`config.mk`:
```
export PLATFORM = sky130hd
export DESIGN_NAME = pmd_nrzi_lane
export DESIGN_NICKNAME = d
export VERILOG_FILES = /design/src/rtl/pmd_nrzi_lane.sv
export SDC_FILE = /design/constraint.sdc
export NUM_CORES = 1
export LEC_CHECK = 0
export BUFFER_PORTS_ARGS = -buffer_cell sky130_fd_sc_hd__buf_2
export CELL_PAD_IN_SITES_DETAIL_PLACEMENT = 0
export CELL_PAD_IN_SITES_GLOBAL_PLACEMENT = 1
export CORE_MARGIN = 2
export CORE_UTILIZATION = 36
export DETAILED_ROUTE_END_ITERATION = 12
export GPL_ROUTABILITY_DRIVEN = 1
export HOLD_SLACK_MARGIN = 0.05
export PLACE_DENSITY_LB_ADDON = 0.1
export REMOVE_ABC_BUFFERS = 1
export SYNTH_ARGS = -nofsm -noshare
export SYNTH_HDL_FRONTEND = slang
export SYNTH_SLANG_ARGS = --single-unit
```
`constraint.sdc`:
```
create_clock -name clk -period 1.6 [get_ports clk]
set_input_delay 0.32 -clock clk [delete_from_list [all_inputs] [get_ports clk]]
set_output_delay 0.32 -clock clk [all_outputs]
set_load 0.05 [all_outputs]
```
`src/rtl/pmd_nrzi_lane.sv`:
```
// NRZI lane datapath: WIDTH-bit NRZ<->NRZI coding, signal-detect debounce,
// local loopback and transmit disable on a single clock.
module pmd_nrzi_lane #(
   parameter  int WIDTH       = 2,
   parameter  int SD_ASSERT   = 4,
   parameter  int SD_DEASSERT = 2,
   localparam int CW          = $clog2(WIDTH + 1)
) (
   input  logic             clk,
   input  logic             rst,
   input  logic [WIDTH-1:0] tx_data,
   output logic [WIDTH-1:0] tx_nrzi,
   input  logic [WIDTH-1:0] rx_nrzi,
   input  logic [CW-1:0]    rx_count,
   input  logic             signal_detect,
   output logic [WIDTH-1:0] rx_data,
   output logic [CW-1:0]    rx_data_count,
   output logic             signal_status,
   input  logic [1:0]       loopback_mode
);

   localparam int SD_MAX = (SD_ASSERT > SD_DEASSERT) ? SD_ASSERT : SD_DEASSERT;
   localparam int DW     = $clog2(SD_MAX + 1);

   localparam logic [CW-1:0] WMAX  = CW'(WIDTH);
   localparam logic [DW-1:0] THR_A = DW'(SD_ASSERT);
   localparam logic [DW-1:0] THR_D = DW'(SD_DEASSERT);

   typedef enum logic [1:0] {
      M_NORM  = 2'd0,
      M_LOOP  = 2'd1,
      M_TXOFF = 2'd2
   } mode_e;

   logic [WIDTH-1:0] r_e;
   logic             r_dec;
   logic             r_deb;
   logic [DW-1:0]    r_cnt;
   mode_e            r_prev_mode;

   mode_e            w_mode;
   logic [WIDTH-1:0] w_e;
   logic             w_lvl;
   logic [CW-1:0]    w_rx_cnt;
   logic [CW-1:0]    w_cnt;
   logic [WIDTH-1:0] w_in;
   logic [WIDTH-1:0] w_d;
   logic             w_last;
   logic             w_dec_nxt;
   logic             w_flush;
   logic [DW-1:0]    w_cnt_inc;
   logic [DW-1:0]    w_thr;

   // Reserved mode 3 behaves exactly like normal mode, including for flush
   always_comb begin
      w_mode = M_NORM;
      unique case (loopback_mode)
         2'd1:    w_mode = M_LOOP;
         2'd2:    w_mode = M_TXOFF;
         default: w_mode = M_NORM;
      endcase
   end

   // The encoder state is the last line bit of the previous word
   always_comb begin
      w_lvl = r_e[WIDTH-1];
      w_e   = '0;
      for (int i = 0; i < WIDTH; i++) begin
         w_lvl  = w_lvl ^ tx_data[i];
         w_e[i] = w_lvl;
      end
   end

   assign w_rx_cnt = (rx_count > WMAX) ? WMAX : rx_count;
   assign w_in     = (w_mode == M_LOOP) ? r_e : rx_nrzi;
   assign w_cnt    = (w_mode == M_LOOP) ? WMAX : w_rx_cnt;

   always_comb begin
      w_d       = '0;
      w_last    = r_dec;
      w_dec_nxt = r_dec;
      for (int i = 0; i < WIDTH; i++) begin
         if (CW'(i) < w_cnt) begin
            w_d[i]    = w_in[i] ^ w_last;
            w_last    = w_in[i];
            w_dec_nxt = w_in[i];
         end
      end
   end

   assign w_flush = ((w_mode != M_LOOP) && !r_deb) ||
                    (w_mode != r_prev_mode);

   assign w_cnt_inc = r_cnt + 1'b1;
   assign w_thr     = r_deb ? THR_D : THR_A;

   always_ff @(posedge clk) begin
      if (rst) begin
         r_e           <= '0;
         tx_nrzi       <= '0;
         r_dec         <= 1'b0;
         rx_data       <= '0;
         rx_data_count <= '0;
         r_deb         <= 1'b0;
         r_cnt         <= '0;
         signal_status <= 1'b0;
         r_prev_mode   <= M_NORM;
      end else begin
         r_e         <= w_e;
         tx_nrzi     <= (w_mode == M_NORM) ? w_e : '0;
         r_prev_mode <= w_mode;

         if (w_flush) begin
            r_dec         <= 1'b0;
            rx_data       <= '0;
            rx_data_count <= '0;
         end else begin
            r_dec         <= w_dec_nxt;
            rx_data       <= w_d;
            rx_data_count <= w_cnt;
         end

         signal_status <= (w_mode == M_LOOP) | r_deb;

         // Count disagreement run length; agreement restarts the run
         if (signal_detect != r_deb) begin
            if (w_cnt_inc == w_thr) begin
               r_deb <= ~r_deb;
               r_cnt <= '0;
            end else begin
               r_cnt <= w_cnt_inc;
            end
         end else begin
            r_cnt <= '0;
         end
      end
   end

endmodule

```
After elaboration in Yosys (flattened, before gate mapping)
Index checks and enable logic that the tools add are counted.

word-level totals
  flip-flop bits (word level) = 16
  bits in latches = 0
  memory bits (writable) = 0
  bits in read-only memories = 0
  input bits = 11
  output and inout bits = 7
  logic and storage cells = 48
  memories = 0

operators by class
  add/sub/neg operators = 1
  $mul = 0
  divide/modulo/power cells = 0
  order comparisons = 3
  equal/unequal tests = 7
  shift operators = 0
  multiplexer cells = 7
  bitwise gates (word level) = 10
  reduce and logical (&&, ||, !) cells = 10

operator list
  cell                                                                          number
  3-bit OR reduction                                                            3
  2-bit two-way mux                                                             3
  1-bit inverter                                                                5
  2-bit by 1-bit == test with 1-bit output (second input constant)              2
  1-bit by 2-bit less-than comparator with 1-bit output (first input constant)  2
  2-bit one-hot mux with 2 select lines                                         1
  2-bit OR reduction                                                            2
  1-bit bitwise XOR                                                             4
  3-bit by 1-bit adder with 3-bit output (second input constant)                1
  3-bit == test                                                                 1
  3-bit two-way mux                                                             1
  2-bit == test (second input constant)                                         1
  2-bit > comparator (second input constant)                                    1
  2-bit zero test                                                               1
  1-bit two-way mux                                                             2
  2-bit by 1-bit != test with 1-bit output (second input constant)              1
  2-bit != test                                                                 1
  2-bit AND reduction                                                           1
  1-bit logical AND                                                             1
  1-bit zero test                                                               1
  1-bit logical OR                                                              1
  1-bit != test                                                                 1
  1-bit OR                                                                      1

Depth between registers and ports, before layout
  word-level depth = 7
  mapped depth = 6
  depth with buffers taken out = 5

Least setup slack after synthesis
No wires, ideal clock.

  path kind = input to register
  start point = in loopback_mode[1]
  end point = reg r_dec
  library setup time = 0.103 ns
  data arrival time = 1.368 ns
  data required time = 1.497 ns
  path slack = 0.129 ns
  stages on the path = 5
  path buffers = 0
  cell sequence = inv_1 > ha_1 > or3b_1 > a211o_1 > a2111oi_2

between the ends
  longest elaborated chain between the ends = 7
  elaborated cells on any way between the ends = 15
  classes of those cells = order compare: 2; eq/ne: 5; mux: 5; reduce/logical: 3

RTL lines
  element                                                                    RTL line  RTL
  start, declared                                                            19        input logic [1:0] loopback_mode
  2-bit == test or 2-bit by 1-bit == test with 1-bit output (tied branches)  57        unique case (loopback_mode)
  2-bit one-hot mux with 2 select lines (*)                                  57
  named net w_mode[0]                                                        41        mode_e w_mode;
  2-bit by 1-bit == test with 1-bit output                                   75, 76
  2-bit two-way mux                                                          76        assign w_cnt = (w_mode == M_LOOP) ? WMAX : w_rx_cnt;
  1-bit by 2-bit less-than comparator with 1-bit output                      83        if (CW'(i) < w_cnt) begin
  1-bit two-way mux                                                          n/a
  1-bit two-way mux                                                          83
  end signal, assigned                                                       118       r_dec <= w_dec_nxt;
  end, declared                                                              36        logic r_dec;

Mark *: on every way through the listed nets, which the timed path passes. The rest lies on a longest branch.
A chain may end at the register's enable or synchronous reset.

Worst setup path after layout
  start point = in loopback_mode[0]
  end point = reg r_dec

The elaborated chain is that of the path after synthesis.

==> results.cfg <==
[critical_path]
required_ns = 1.78
start_kind = input port
worstReg2RegStart = r_deb
startpoint = loopback_mode[0]
rr_worst_depth = 3
max_stage_delay_ns = 0.37
cp_data_arrival_time_ns = 1.53
crit_fanout = 5
critPathKind = input port to flop
critical_path.slowest_cell = or3b_1
crit_path_end_kind = flop
worstPathCellList = buf_2 -> ha_1 -> or3b_1 -> a211o_1 -> a2111oi_2

[clock_network]
hold_buffers = 0
clk_pin_slew_ns = 0.08
cts_tree = yes
cts_buffers = 3
clk_latency_ns = 0.27
clock_sinks = 16
cts_buffer_depth = 2
cts_resized = 0
cts_max_level = 1
post_cts_buffers = 0
cts_root_buffer = clkbuf_4

[logic_synthesis]
synth-seq-cells = 16
syn_inst = 75
synth.top_cell.area_share = 0.465
yosysWarnings = 0
syn_area_per_cell_um2 = 9.18
synth.distinct_cells = 24
synth_top_cell_by_area = dfxtp_1
yosysSeqAreaShare = 0.465
syn_area_um2 = 688
synth_area_leaders = dfxtp_1, xor2_1, nor2_1, ha_1, nor2b_1

[timing]
setup_viol = 0
slew_headroom = 0.780
period_share = 0.841
fin_ws_ns = 0.254
fmax_mhz = 743
maxSlewViolCount = 0
finalCriticalPeriod_ns = 1.35
finClkSkew_ns = 0.000788
rsz0062_at_grt = false
hold_viol_final = 0
final.setup.tns_ns = 0
tightest_slew_ns = 0.330

[route]
wl_per_cell_um = 9.65
drc_errors = 0
routed-via-count = 545
final_antenna_net_count = 0
avgViaCountPerCell = 4.50
drt_iter0_drc = 8
first_pass_iters = 2
totalWireLength_um = 1170

[placement]
dp_hpwl_um = 936
port-buffer-count = 17
dpl_cell_area_um2 = 820
post-place-ws_ns = -0.0476
gp_congestion = 0.784

[floorplan]
coreArea_um2 = 1760
row_count = 15
initial_utilization = 0.390
die_w_um = 47.7
num_io_pins = 18
dieArea_um2 = 2280
dieHeight_um = 47.7

[cells_and_area]
final_cell_area_um2 = 842
area_growth_pct = 22.4
nets = 112
drive_gt1_frac = 0.250
diodes = 0
final_core_util = 0.477

[grt]
top_usage_layer = met2
met2_usage = 0.211
grt_first_pass_wirelength_um = 2170
grt.met3_usage = 0.0604
globalRouteMet1Util = 0.174
grt_max_degree = 12
grt_pass1_vias = 526
overflow = 0
antenna_found_initial = 0
track_usage = 0.140

[worst_hold_path]
hold_depth = 3
min_from = rx_count[0]
min_path_type = input port to flop

[pwr]
p_total_uw = 752
powerDensity_nw_per_um2 = 892
p_leak_uw = 0.000399
ir_drop_v = 0.000762

[run_status]
outcome = complete, no violations

[job]
cap_viol_max_count = 0
==> kinds of logic (layout without fill, tap and decap cells) <==
kind of cell,after synthesis,in the layout,share of synthesized area
muxes,1,1,0.0145
adders and majority gates,3,3,0.0546
and+or+nand+nor,32,32,0.238
buffers and inverters,8,29,0.0436
DFF,16,16,0.465
xor gates and xnor gates,8,8,0.102
AOI/OAI and AO/OA,7,7,0.0818
==> sequential cells by signal (all words and copies together), names as in the netlist <==
name           flops
r_cnt              3
r_e                2
r_prev_mode        2
rx_data            2
rx_data_count      2
tx_nrzi            2
r_deb              1
r_dec              1
signal_status      1
==> layout make-up <==
| class | count | area [um^2] |
|---|---|---|
| Timing Repair Buffer | 20 | 108 |
| Multi-Input combinational cell | 51 | 338 |
| Tap cell | 25 | 31.3 |
| Clock buffer | 3 | 22.5 |
| Inverter | 6 | 22.5 |
| Sequential cell | 16 | 320 |
| Fill cell | 197 | 922 |
==> Yosys cell counts, drive strengths merged <==
master	count
a2111oi	1
a211o	1
a21oi	3
a32oi	1
and2b	1
clkbuf	2
dfxtp	16
ha	3
inv	6
mux2i	1
nand2	6
nand2b	1
nand3b	1
nor2	11
nor2b	4
nor3	3
nor3b	1
nor4	1
nor4bb	1
o311ai	1
or3	1
or3b	1
xnor2	2
xor2	6
==> worst max-delay path, delay by kind of cell <==
kind	cells	cell delay, ns
fa+ha+maj	1	0.20
compound gates	2	0.53
buf+inv	1	0.11
simple gates	1	0.37
==> layout by cell type, fill, tap and decap left out, types with 2 or more instances in the layout <==
cell and n:
a21oi_1 3, buf_2 17, buf_4 3, clkbuf_4 3, dfxtp_1 16, ha_1 3
inv_1 6, nand2_1 6, nor2_1 11, nor2b_1 4, nor3_1 3, xnor2_1 2
xor2_1 6
==> per-stage QoR <==
step,hold WS (ns),std cells
after global routing,0.258,121
final,0.281,121
after CTS,0.274,121
after global placement,0.522,118
after floorplan,0.392,73
after detailed placement,0.519,118
==> final timing paths <==
check                                         to  slack, ns
worst max-delay path                       r_dec       0.25
worst min-delay path            rx_data_count[0]       0.28
worst max register to register             r_dec       0.30
worst min register to register          r_cnt[0]       0.53
==> power breakdown <==
part / internal, uW / switching (uW)
logic: 48.6 / 76.2
registers: 416 / 11.1
clock network: 87.2 / 112
==> per-layer routing <==
metal  wire length, um  share of wire
met1               564           0.48
met3                83          0.071
met5                 0              0
met4                12          0.010
met2               508           0.43
Note: power is estimated with default switching activity, not from simulation.
